--- config.mk ---
export PLATFORM = sky130hd
export DESIGN_NAME = audio_sample_scheduler
export DESIGN_NICKNAME = d
export VERILOG_FILES = /design/src/rtl/audio_pkg.sv /design/src/rtl/sample_fifo.sv /design/src/rtl/audio_sample_scheduler.sv
export SDC_FILE = /design/constraint.sdc
export NUM_CORES = 1
export LEC_CHECK = 0
export CAP_MARGIN = 5
export CORE_ASPECT_RATIO = 0.9
export CORE_UTILIZATION = 45
export CTS_BUF_LIST = sky130_fd_sc_hd__clkbuf_2
export DETAILED_ROUTE_END_ITERATION = 7
export PLACE_DENSITY = 0.75
export SLEW_MARGIN = 5
export SYNTH_ARGS = -nofsm -noshare
export SYNTH_HDL_FRONTEND = slang
export SYNTH_HIERARCHICAL = 1
export SYNTH_SLANG_ARGS = --single-unit
--- constraint.sdc ---
create_clock -name clock -period 8.75 [get_ports clock]
set_clock_uncertainty 0.2 [all_clocks]
set_input_delay 1.75 -clock clock [delete_from_list [all_inputs] [get_ports clock]]
set_output_delay 1.75 -clock clock [all_outputs]
set_load 0.03 [all_outputs]
--- src/rtl/audio_pkg.sv ---
// Shared definitions for the audio sample path.
// State encodings and widths used by the scheduler and its FIFO.
package audio_pkg;

  localparam int AUDIO_W        = 32;
  localparam int UNDERRUN_CNT_W = 16;

  localparam logic [1:0] S_IDLE  = 2'd0;
  localparam logic [1:0] S_PRIME = 2'd1;
  localparam logic [1:0] S_RUN   = 2'd2;
  localparam logic [1:0] S_DRAIN = 2'd3;

  typedef logic [1:0] state_t;

endpackage

--- src/rtl/sample_fifo.sv ---
// First-word-fall-through sample FIFO.
// Pointers carry one extra wrap bit so full and empty stay distinct.
module sample_fifo
  import audio_pkg::*;
#(
  parameter int DATA_W = AUDIO_W,
  parameter int DEPTH  = 4
) (
  input  logic                     clock,
  input  logic                     reset_n,
  input  logic                     flush,
  input  logic                     push,
  input  logic [DATA_W-1:0]        din,
  input  logic                     pop,
  output logic [DATA_W-1:0]        dout,
  output logic [$clog2(DEPTH):0]   count,
  output logic                     full,
  output logic                     empty
);

  localparam int AW = $clog2(DEPTH);

  logic [DATA_W-1:0] mem [DEPTH];
  logic [AW:0]       wptr;
  logic [AW:0]       rptr;

  always_ff @(posedge clock or negedge reset_n) begin
    if (!reset_n) begin
      wptr <= '0;
      rptr <= '0;
    end else if (flush) begin
      wptr <= '0;
      rptr <= '0;
    end else begin
      if (push) wptr <= wptr + (AW+1)'(1);
      if (pop)  rptr <= rptr + (AW+1)'(1);
    end
  end

  always_ff @(posedge clock) begin
    if (push) mem[wptr[AW-1:0]] <= din;
  end

  assign dout  = mem[rptr[AW-1:0]];
  assign count = wptr - rptr;
  assign full  = (count == (AW+1)'(DEPTH));
  assign empty = (wptr == rptr);

endmodule

--- src/rtl/audio_sample_scheduler.sv ---
// Paces buffered audio samples onto x, one every DIV clocks.
// Sequences prime/run/drain and tracks underruns.
module audio_sample_scheduler
  import audio_pkg::*;
#(
  parameter int                DATA_W      = AUDIO_W,
  parameter int                DIV         = 4,
  parameter int                DEPTH       = 4,
  parameter int                PRIME_LEVEL = 4,
  parameter logic [DATA_W-1:0] MUTE_VALUE  = '0
) (
  input  logic                      clock,
  input  logic                      reset_n,
  input  logic                      enable,
  input  logic                      clear_status,
  input  logic                      src_valid,
  input  logic [DATA_W-1:0]         src_data,
  output logic                      src_ready,
  output logic [DATA_W-1:0]         x,
  output logic                      x_strobe,
  output logic                      underrun,
  output logic [UNDERRUN_CNT_W-1:0] underrun_count,
  output logic                      busy
);

  localparam int CW = $clog2(DIV);
  localparam int FW = $clog2(DEPTH) + 1;

  state_t            state;
  state_t            state_nxt;
  logic [CW-1:0]     cnt;
  logic [FW-1:0]     fifo_count;
  logic [DATA_W-1:0] head;
  logic              full;
  logic              empty;
  logic              push;
  logic              pop;
  logic              flush;
  logic              active;
  logic              tick;
  logic              start;
  logic              primed;
  logic              starve;

  assign active    = (state == S_RUN) || (state == S_DRAIN);
  assign tick      = active && (cnt == CW'(DIV-1));
  assign src_ready = ((state == S_PRIME) || (state == S_RUN)) && !full;
  assign push      = src_valid && src_ready;
  assign pop       = tick && !empty;
  assign starve    = tick && empty && (state == S_RUN);
  assign start     = (state == S_IDLE) && enable;
  assign busy      = (state != S_IDLE);

  // occupancy after this edge's push decides the leave-PRIME condition
  assign primed = ({1'b0, fifo_count} + {{FW{1'b0}}, push})
                  >= (FW+1)'(PRIME_LEVEL);

  sample_fifo #(
    .DATA_W (DATA_W),
    .DEPTH  (DEPTH)
  ) u_fifo (
    .clock   (clock),
    .reset_n (reset_n),
    .flush   (flush),
    .push    (push),
    .din     (src_data),
    .pop     (pop),
    .dout    (head),
    .count   (fifo_count),
    .full    (full),
    .empty   (empty)
  );

  always_comb begin
    state_nxt = state;
    flush     = 1'b0;
    unique case (state)
      S_IDLE: begin
        if (enable) state_nxt = S_PRIME;
      end
      S_PRIME: begin
        if (!enable) begin
          state_nxt = S_IDLE;
          flush     = 1'b1;
        end else if (primed) begin
          state_nxt = S_RUN;
        end
      end
      S_RUN: begin
        if (!enable) state_nxt = S_DRAIN;
      end
      S_DRAIN: begin
        if (tick && empty) state_nxt = S_IDLE;
      end
      default: state_nxt = S_IDLE;
    endcase
  end

  always_ff @(posedge clock or negedge reset_n) begin
    if (!reset_n) begin
      state <= S_IDLE;
      cnt   <= '0;
    end else begin
      state <= state_nxt;
      if (!active || tick) cnt <= '0;
      else                 cnt <= cnt + CW'(1);
    end
  end

  always_ff @(posedge clock or negedge reset_n) begin
    if (!reset_n) begin
      x        <= '0;
      x_strobe <= 1'b0;
    end else begin
      x_strobe <= 1'b0;
      if (pop) begin
        x        <= head;
        x_strobe <= 1'b1;
      end else if (starve) begin
        x        <= MUTE_VALUE;
        x_strobe <= 1'b1;
      end
    end
  end

  // a clear request wins over an underrun on the same edge
  always_ff @(posedge clock or negedge reset_n) begin
    if (!reset_n) begin
      underrun       <= 1'b0;
      underrun_count <= '0;
    end else if (clear_status || start) begin
      underrun       <= 1'b0;
      underrun_count <= '0;
    end else if (starve) begin
      underrun <= 1'b1;
      if (underrun_count != '1)
        underrun_count <= underrun_count + UNDERRUN_CNT_W'(1);
    end
  end

endmodule

==> flow_results.org <==
** Critical path
- STA classifies the critical path endpoint as a primary output.
- The setup path with the least slack is of type reg2out.
- Delay of the slowest cell on the worst path :: 970 ps
- Critical path required time :: 6800 ps
- The number of buffers and inverters on the critical path is 2.
- In this run the worst path has a maximum fanout of 35.
- Critical path startpoint category :: register
- Family with the most delay on the worst path :: flip-flops
- Traced cell by cell, the critical path runs through inv_1, fa_1, or3b_2, mux2i_1, nor2b_1, clkdlybuf4s50_1.
- The slowest stage of the critical path belongs to the cell sky130_fd_sc_hd__dfrtp_2.
- Arr. time, crit path :: 3650 ps

** Floorplan
- Area enclosed by the die boundary :: 0.0174 mm²
- Die W :: 139 µm
- In this run the core area contains 44 standard-cell rows.
- 89 I/O pins were placed.
- Chip Height :: 125 µm
- Starting density of the core :: 46.6%
- Placeable core region :: 0.0163 mm²

** STA
- Period utilisation layout :: 64.0%
- In this run the tightest slew margin relative to its limit is 39.5%.
- The smallest clock period supported by the final layout is computed as 5600 ps.
- Summed negative setup slack over all endpoints :: 0 ps
- Setup repair after global routing missed its margin :: no
- The hold violation count in the final report was 0.
- For the pin with the worst max-slew slack, the measured transition is 908 ps.
- The count of final max-slew check failures is 0.
- Based on the critical path, the design can be clocked at up to 0.179 GHz.
- Setup-failing EPs final :: 0

** Route
- In this run the remaining antenna-violating nets after routing total 0.
- Dividing the detail-routed via count by the number of cells gives 5.69.
- Dividing the detail-routed wire length by the instance count gives 19.3 µm.
- For this block, the routed nets add up to 14400 µm of wire.
- Before antenna repair, the detailed router went through 6 iterations.
- Starting DRC count in detailed routing :: 269
- Detailed routing inserted a total of 4219 vias.
- For this run, design rule violations remaining after detail routing come to 0.

** Clock network
- Quantity of hold-fixing buffers added after cts :: 0
- For this design, the sink count on the clock tree is 188.
- Root cell of the clock tree :: sky130_fd_sc_hd__clkbuf_2
- Counting along the longest clock path gives a buffer depth of 2.
- Number of setup buffers added after CTS :: 0
- Clock latency at the later pin of the worst-skew pair :: 690 ps
- After clock tree synthesis, the clock-pin slew on the worst setup and hold paths is 230 ps.
- The H-tree was split into 4 levels.
- Clock tree from TritonCTS :: done
- Clock tree synthesis inserted a total of 17 buffers.
- Number of resized instances in the post-cts repair step :: 0

** GRT
- Entering global routing, the biggest net connects 39 pins.
- The via count of the first global-routing pass was 4323.
- Antenna violations before repair :: 0
- Across every metal layer, demand over resource in global routing totals 17.8%.
- The first global-routing pass estimated 23400 µm of wire.
- Final global-route overflow total :: 0

** Synth
- Net count of the mapped netlist :: 480
- Sequential fraction of the synthesis area :: 70.4%
- The mapped netlist covers 0.00759 mm².
- Dominant cell type by area after synthesis :: sky130_fd_sc_hd__edfxtp_1
- In the synthesized netlist the dominant register cell turns out to be sky130_fd_sc_hd__edfxtp_1.
- Number of different library cells in the post-synthesis netlist :: 51
- Synth Register Bits :: 188
- Average instance area after synthesis :: 17.7 µm²
- Share of the synthesized area in the top cell type :: 50.7%
- Proportion of register bits with asynchronous set or reset after synthesis :: 31.9%
- Yosys mapped a number of flops with a built-in enable equal to 128.
- Yosys printed 6 warnings.
- Synthesized instance count :: 429
- In the post-synthesis netlist, the biggest area contributors are sky130_fd_sc_hd__edfxtp_1 (51%), sky130_fd_sc_hd__dfrtp_1 (20%), sky130_fd_sc_hd__mux4_2 (8.6%).

** Power
- Peak supply drop :: 0.148 mV
- Sequential group share of total power :: 57.9%
- Switching Share :: 30.6%
- The share of total power dissipated in combinational logic is 23.9%.
- The internal power of the cells totals 1380 µW.
- Power density of the placed cells :: 225 mW/mm²
- The analysis attributes to net switching a power of 609 µW.
- Clock group share of total power :: 18.2%
- Leakage :: 0.00315 µW

** Final layout
- Final-stage net count :: 572
- Ratio of cells with drive above 1 in the final layout :: 14.6%
- Compared with the post-synthesis result, the final layout area differs by 16.5%.
- Number of cells in the finished layout apart from fillers :: 742

** Place
- At the end of routability-driven placement, the weighted congestion stood at 0.852.
- Counting tap cells, the placed design contains a total of 709 instances.
- Once detailed placement completed, the half-perimeter wirelength came to 8900 µm.
- Input and output buffers added on the ports amount to 88.

** Hold path
- Min-delay worst type :: reg2reg

** Status
- The run finished with clean final reports.

** Job
- Max-cap violation count :: 0
flip-flops by register name, summed over array words and instances, names as in the netlist, named ones only:
name,cells
underrun,1
state,1
u_fifo/wptr,3
u_fifo/rptr,3
x,32
x_strobe,1
cnt,2
u_fifo/mem,128
underrun_count,16
worst paths after layout:
check                          startpoint           endpoint  slack, ps  cells after the start
setup reg to reg           u_fifo/rptr[1]  u_fifo/mem[2][11]       4970                      6
setup / recovery           u_fifo/rptr[1]          src_ready       3150                      6
hold / removal                     cnt[0]             cnt[0]        260                      1
hold reg to reg                    cnt[0]             cnt[0]        260                      1
min in group asynchronous         reset_n              x[31]        800                      1
max in group asynchronous         reset_n     u_fifo/rptr[0]       6570                      2
power by group through the flow:
stage | Combinational (µW) | Clock, µW | Sequential, µW
2_1_floorplan | 220 | 0 | 1230
3_3_place_gp | 470 | 0 | 1160
3_5_place_dp | 480 | 0 | 1170
4_1_cts | 484 | 377 | 1150
5_1_grt | 514 | 413 | 1170
6_report | 476 | 362 | 1150
cell usage after synthesis, drive strengths merged, types with 3 or more instances:
cell type	n
a211oi	4
a21oi	9
a22o	32
a31oi	3
and2	5
and4	3
buf	10
clkbuf	9
dfrtp	60
edfxtp	128
ha	13
inv	12
mux2i	10
mux4	32
nand2	18
nand2b	6
nand3	9
nand3b	3
nand4	5
nor2	10
nor2b	3
nor3	4
o21ai	6
o41ai	3
or4	3
xnor2	3
worst register-to-register path, delay by kind of cell (launching register included):
family / cells / cell delay (ps)
fa+ha+maj: 1 / 580
buf+inv: 1 / 200
mux: 1 / 80
simple gates: 3 / 1350
flops: 1 / 970
layer usage:
layer / global-route usage (%) / up-vias / share of wire (%)
li1: - / 1892 / -
met1: 23.7 / 2180 / 44
met2: 28.7 / 143 / 49
met3: 5.59 / 4 / 6.5
met4: 4.64 / 0 / 0.54
met5: 0 / - / 0
area by class of cell:
type / count / area (µm²)
antenna: 1 / 2.50
tap: 207 / 259
clock buffer: 20 / 100
multi-input combinational: 210 / 2090
fill: 1287 / 7460
timing repair buffer: 92 / 906
sequential: 188 / 5350
clock inverter: 12 / 91.3
inverter: 12 / 45.0
kinds of logic after synthesis:
| group | share of synthesized area, % |
|---|---|
| multiplexers | 11.0 |
| AND/OR/NAND/NOR | 6.32 |
| XOR/XNOR | 0.462 |
| buffers and inverters | 2.37 |
| adder cells (fa/ha/maj) | 2.41 |
| AO/OA/AOI/OAI | 7.03 |
| flip-flops | 70.4 |
per-stage QoR:
stage | instance area (µm²) | setup slack (ps) | total power (µW) | hold WS [ps] | utilization (%)
floorplan | 7590 | 4820 | 1450 | 215 | -
global placement | 8640 | 3890 | 1630 | 227 | 53.0
detailed placement | 8640 | 3850 | 1650 | 235 | 53.0
CTS | 8830 | 3020 | 2020 | 261 | 54.2
global route | 8830 | 2840 | 2090 | 279 | 54.2
finish | 8840 | 3150 | 1990 | 259 | 54.2
cell usage in the layout (no fill, tap or decap), types with 3 or more instances in the layout:
master                            count
sky130_fd_sc_hd__edfxtp_1           128
sky130_fd_sc_hd__clkdlybuf4s50_1     87
sky130_fd_sc_hd__dfrtp_1             58
sky130_fd_sc_hd__a22o_1              32
sky130_fd_sc_hd__mux4_2              29
sky130_fd_sc_hd__clkbuf_2            20
sky130_fd_sc_hd__nand2_1             18
sky130_fd_sc_hd__ha_1                13
sky130_fd_sc_hd__inv_1               12
sky130_fd_sc_hd__mux2i_1             10
sky130_fd_sc_hd__nor2_1               9
sky130_fd_sc_hd__nand3_1              9
sky130_fd_sc_hd__a21oi_1              9
sky130_fd_sc_hd__nand2b_1             6
sky130_fd_sc_hd__o21ai_0              6
sky130_fd_sc_hd__nand4_1              4
sky130_fd_sc_hd__a211oi_1             4
sky130_fd_sc_hd__buf_4                4
sky130_fd_sc_hd__and2_2               4
sky130_fd_sc_hd__nor2b_1              3
sky130_fd_sc_hd__and4_1               3
sky130_fd_sc_hd__o41ai_1              3
sky130_fd_sc_hd__or4_1                3
sky130_fd_sc_hd__a31oi_1              3
sky130_fd_sc_hd__clkinv_1             3
sky130_fd_sc_hd__clkinvlp_4           3
sky130_fd_sc_hd__mux4_1               3
sky130_fd_sc_hd__xnor2_1              3
sky130_fd_sc_hd__nand3b_1             3
(Power assumes the default switching activity.)
==> RTL edit 1: new RTL, same settings <==
Register the output `underrun_count` once more, without a reset; this adds one clock of latency there. The other outputs are not delayed to match.
--- a/src/rtl/audio_sample_scheduler.sv
+++ b/src/rtl/audio_sample_scheduler.sv
@@ -27,2 +27,4 @@
   localparam int FW = $clog2(DEPTH) + 1;
+
+  logic [UNDERRUN_CNT_W-1:0] underrun_count_s0;
 
@@ -129,11 +131,15 @@
       underrun       <= 1'b0;
-      underrun_count <= '0;
+      underrun_count_s0 <= '0;
     end else if (clear_status || start) begin
       underrun       <= 1'b0;
-      underrun_count <= '0;
+      underrun_count_s0 <= '0;
     end else if (starve) begin
       underrun <= 1'b1;
-      if (underrun_count != '1)
-        underrun_count <= underrun_count + UNDERRUN_CNT_W'(1);
+      if (underrun_count_s0 != '1)
+        underrun_count_s0 <= underrun_count_s0 + UNDERRUN_CNT_W'(1);
     end
+  end
+
+  always_ff @(posedge clock) begin
+    underrun_count <= underrun_count_s0;
   end
Formal check against the unedited RTL: same outputs for any inputs over 10 cycles, from zero or initial values and one cycle with reset_n low; that may be too few to reach the edited logic, so the function may still have changed.
==> RTL edit 1 against the original RTL <==
Total power increased by 9.4%. Count of clock-buffer cells in the layout increased by 56. Hold slack got worse by 0.021 ns. Setup slack got worse by 0.097 ns. Final area increased by 6.2%. Sequential cell count increased by 16. Area after synthesis increased by 3.7%. Core utilization increased by 0.95 points. Wire length increased by 5.1%. Largest cell class unchanged. Largest power group unchanged. Highest routed layer unchanged.
==> RTL edit 1: results <==
synthesis:
  synth_mux_area_share_pct: 10.1
  synth-xor-area-share_pct: 0.445
  synthAdderAreaFrac_pct: 2.32
  syn_inst: 441
  seq_area_frac_synth_pct: 72.0
  synth-compound-area-share_pct: 6.63
  synth_area_leaders: "edfxtp_1, dfrtp_1, mux4_2"
  synth_nets: 492
place:
  place_inst: 748
  place_hpwl_um: 8940
  gp_congestion: 0.804
  place_area_um2: 8930
sta:
  fin_ws_ns: 3.06
  whs_ns: 0.238
  tightest_slew_ns: 0.943
routing:
  dr.pass1.iters: 4
  route.layer.met1.wl_um: 6670
  post_drt_wl_per_cell_um: 18.0
  viasPerCell: 5.29
  drt_wl_total_um: 15100
global_route:
  grt_pass1_vias: 4719
  met2_usage_pct: 27.9
  grtUsageMet3_pct: 4.50
run_status:
  status: "completed"
pwr:
  p_leak_nw: 3.48
  vdd_drop_max_mv: 0.121
cells_and_area:
  final_nets: 615
  drive_gt1_share_pct: 21.6
critical_path:
  critical_path_arrival_ns: 3.74
clock_network:
  cts_buffers: 49
  clk_pin_slew_ns: 0.11
  clockBufferDepth: 3
min_path:
  worstHoldStart: "underrun_count_s0[7]"
  hold_depth: 0
-- RTL edit 1: cell types whose count changed after synthesis, sizes merged, moves of 3 or more --
cell | before | now
o41ai | 3 | 0
and4 | 3 | 7
nand2b | 6 | 1
nand2 | 18 | 13
o31ai | 0 | 3
nor2 | 10 | 14
nand3 | 9 | 4
dfxtp | 0 | 16
a21oi | 9 | 13
and3 | 2 | 6
mux2i | 10 | 6
-- RTL edit 1: report_power, final --
part	internal, mW	switching, mW
sequential	1.15	0.0402
clock	0.234	0.362
combinational	0.157	0.232
-- RTL edit 1: cells by family after synthesis --
kind of cell / Yosys count
and+or+nand+nor: 81
buffers and inverters: 31
AOI/OAI and AO/OA: 69
adders and majority gates: 14
DFF: 204
muxes: 38
xor gates and xnor gates: 4
-- RTL edit 1: final cells by class --
cell class / instances / area, um^2
sequential: 204 / 5670
inverter: 13 / 48.8
fill: 1387 / 7620
clock buffer: 76 / 380
timing repair buffer: 90 / 893
clock inverter: 14 / 67.6
multi-input combinational: 206 / 2030
tap: 235 / 294
==> RTL edit 2: new RTL, same settings <==
Made on the original files. `DEPTH` is set to 4 in 2 places; all go to 2.
--- a/src/rtl/sample_fifo.sv
+++ b/src/rtl/sample_fifo.sv
@@ -6,3 +6,3 @@
   parameter int DATA_W = AUDIO_W,
-  parameter int DEPTH  = 4
+  parameter int DEPTH  = 2
 ) (
--- a/src/rtl/audio_sample_scheduler.sv
+++ b/src/rtl/audio_sample_scheduler.sv
@@ -7,3 +7,3 @@
   parameter int                DIV         = 4,
-  parameter int                DEPTH       = 4,
+  parameter int                DEPTH       = 2,
   parameter int                PRIME_LEVEL = 4,
Formal check against the unedited RTL: not equivalent (a bounded check fails within 4 cycles, from zero or initial values and one cycle with reset_n low).
==> RTL edit 2 against the original RTL <==
Setup slack improved by 0.62 ns. Register-to-register slack better by 0.39 ns. Non-clock buffer count decreased by 1. Total power down 21%. Sequential cell count is 66 lower. Area after synthesis fell by 34%. Critical path depth fell by 1. Wire length is 35% lower. Final area decreased by 29%. Critical endpoint unchanged. Largest power group unchanged.
==> RTL edit 2: results <==
run_status:
  status: "completed"
synthesis:
  syn_inst: 324
  ys_async_sr_fraction_pct: 47.5
  ys_types: 43
  synth-edff-count: 64
  seq_area_frac_synth_pct: 67.2
critical_path:
  cp_slowest_stage_delay_ns: 1.09
  cp_max_fo: 36
  critical_path_arrival_ns: 3.03
  ff2ff_path_depth: 5
clock_network:
  insertion_delay_ns: 0.62
pwr:
  vdd_drop_max_mv: 0.159
  p_leak_nw: 2.46
routing:
  met3_length_um: 535
  post_drt_wl_per_cell_um: 15.9
  dr.pass1.iters: 4
  drt_iter0_drc: 173
  viasPerCell: 5.12
place:
  place_hpwl_um: 5910
  place_inst: 555
sta:
  whs_ns: 0.264
  slew-limit-headroom_pct: 31.4
cells_and_area:
  synthToLayoutAreaGrowth_pct: 24.7
  drive_gt1_share_pct: 17.2
  nFillCells: 876
  largest_reg_flops: 64
  antenna_cells: 0
  final_nets: 466
  fin_cells: 587
global_route:
  grt_use_total_pct: 17.4
RTL edit 2: cell type report:
| class | instances | area share, % |
|---|---|---|
| Clock buffer | 18 | 1.44 |
| Timing Repair Buffer | 91 | 14.3 |
| Sequential cell | 122 | 53.9 |
| Clock inverter | 14 | 2.32 |
| Inverter | 8 | 0.480 |
| Multi-Input combinational cell | 182 | 24.5 |
| Tap cell | 152 | 3.04 |
RTL edit 2: logic make-up (layout without fill, tap and decap cells):
kind of cell,Yosys count,after routing,share of synthesized area (%)
AND/OR/NAND/NOR,67,67,7.15
buffers and inverters,20,131,2.64
XOR/XNOR,16,16,2.79
adder cells (fa/ha/maj),7,7,1.74
flip-flops,122,122,67.2
AO/OA/AOI/OAI,59,59,9.12
multiplexers,33,33,9.39
RTL edit 2: worst max path at each step:
| stage | start | to | slack [ns] |
|---|---|---|---|
| floorplan | src_valid | u_fifo/mem[0][0] | 4.65 |
| detailed placement | u_fifo/rptr[0] | src_ready | 4.41 |
| CTS | u_fifo/rptr[0] | src_ready | 3.70 |
| global route | u_fifo/rptr[0] | src_ready | 3.57 |
| global placement | u_fifo/rptr[0] | src_ready | 4.40 |
| finish | u_fifo/rptr[0] | src_ready | 3.77 |
RTL edit 2: power groups by stage:
stage	combinational [mW]	sequential, mW	clock, mW
floorplan	0.199	0.864	0
global placement	0.440	0.789	0
detailed placement	0.446	0.795	0
CTS	0.450	0.784	0.354
global route	0.478	0.795	0.377
finish	0.445	0.783	0.349
RTL edit 2: worst max-delay path: cells and delay by family (launching register included):
kind	cells	cell delay (ns)
flops	1	1.09
buf+inv	2	0.76
fa+ha+maj	1	0.40
simple gates	2	0.18
RTL edit 2: routing by layer:
metal	vias to the layer above	track usage, %
met3	7	5.16
met4	0	6.48
met1	1477	21.7
met2	106	29.1
li1	1416	-
met5	-	0
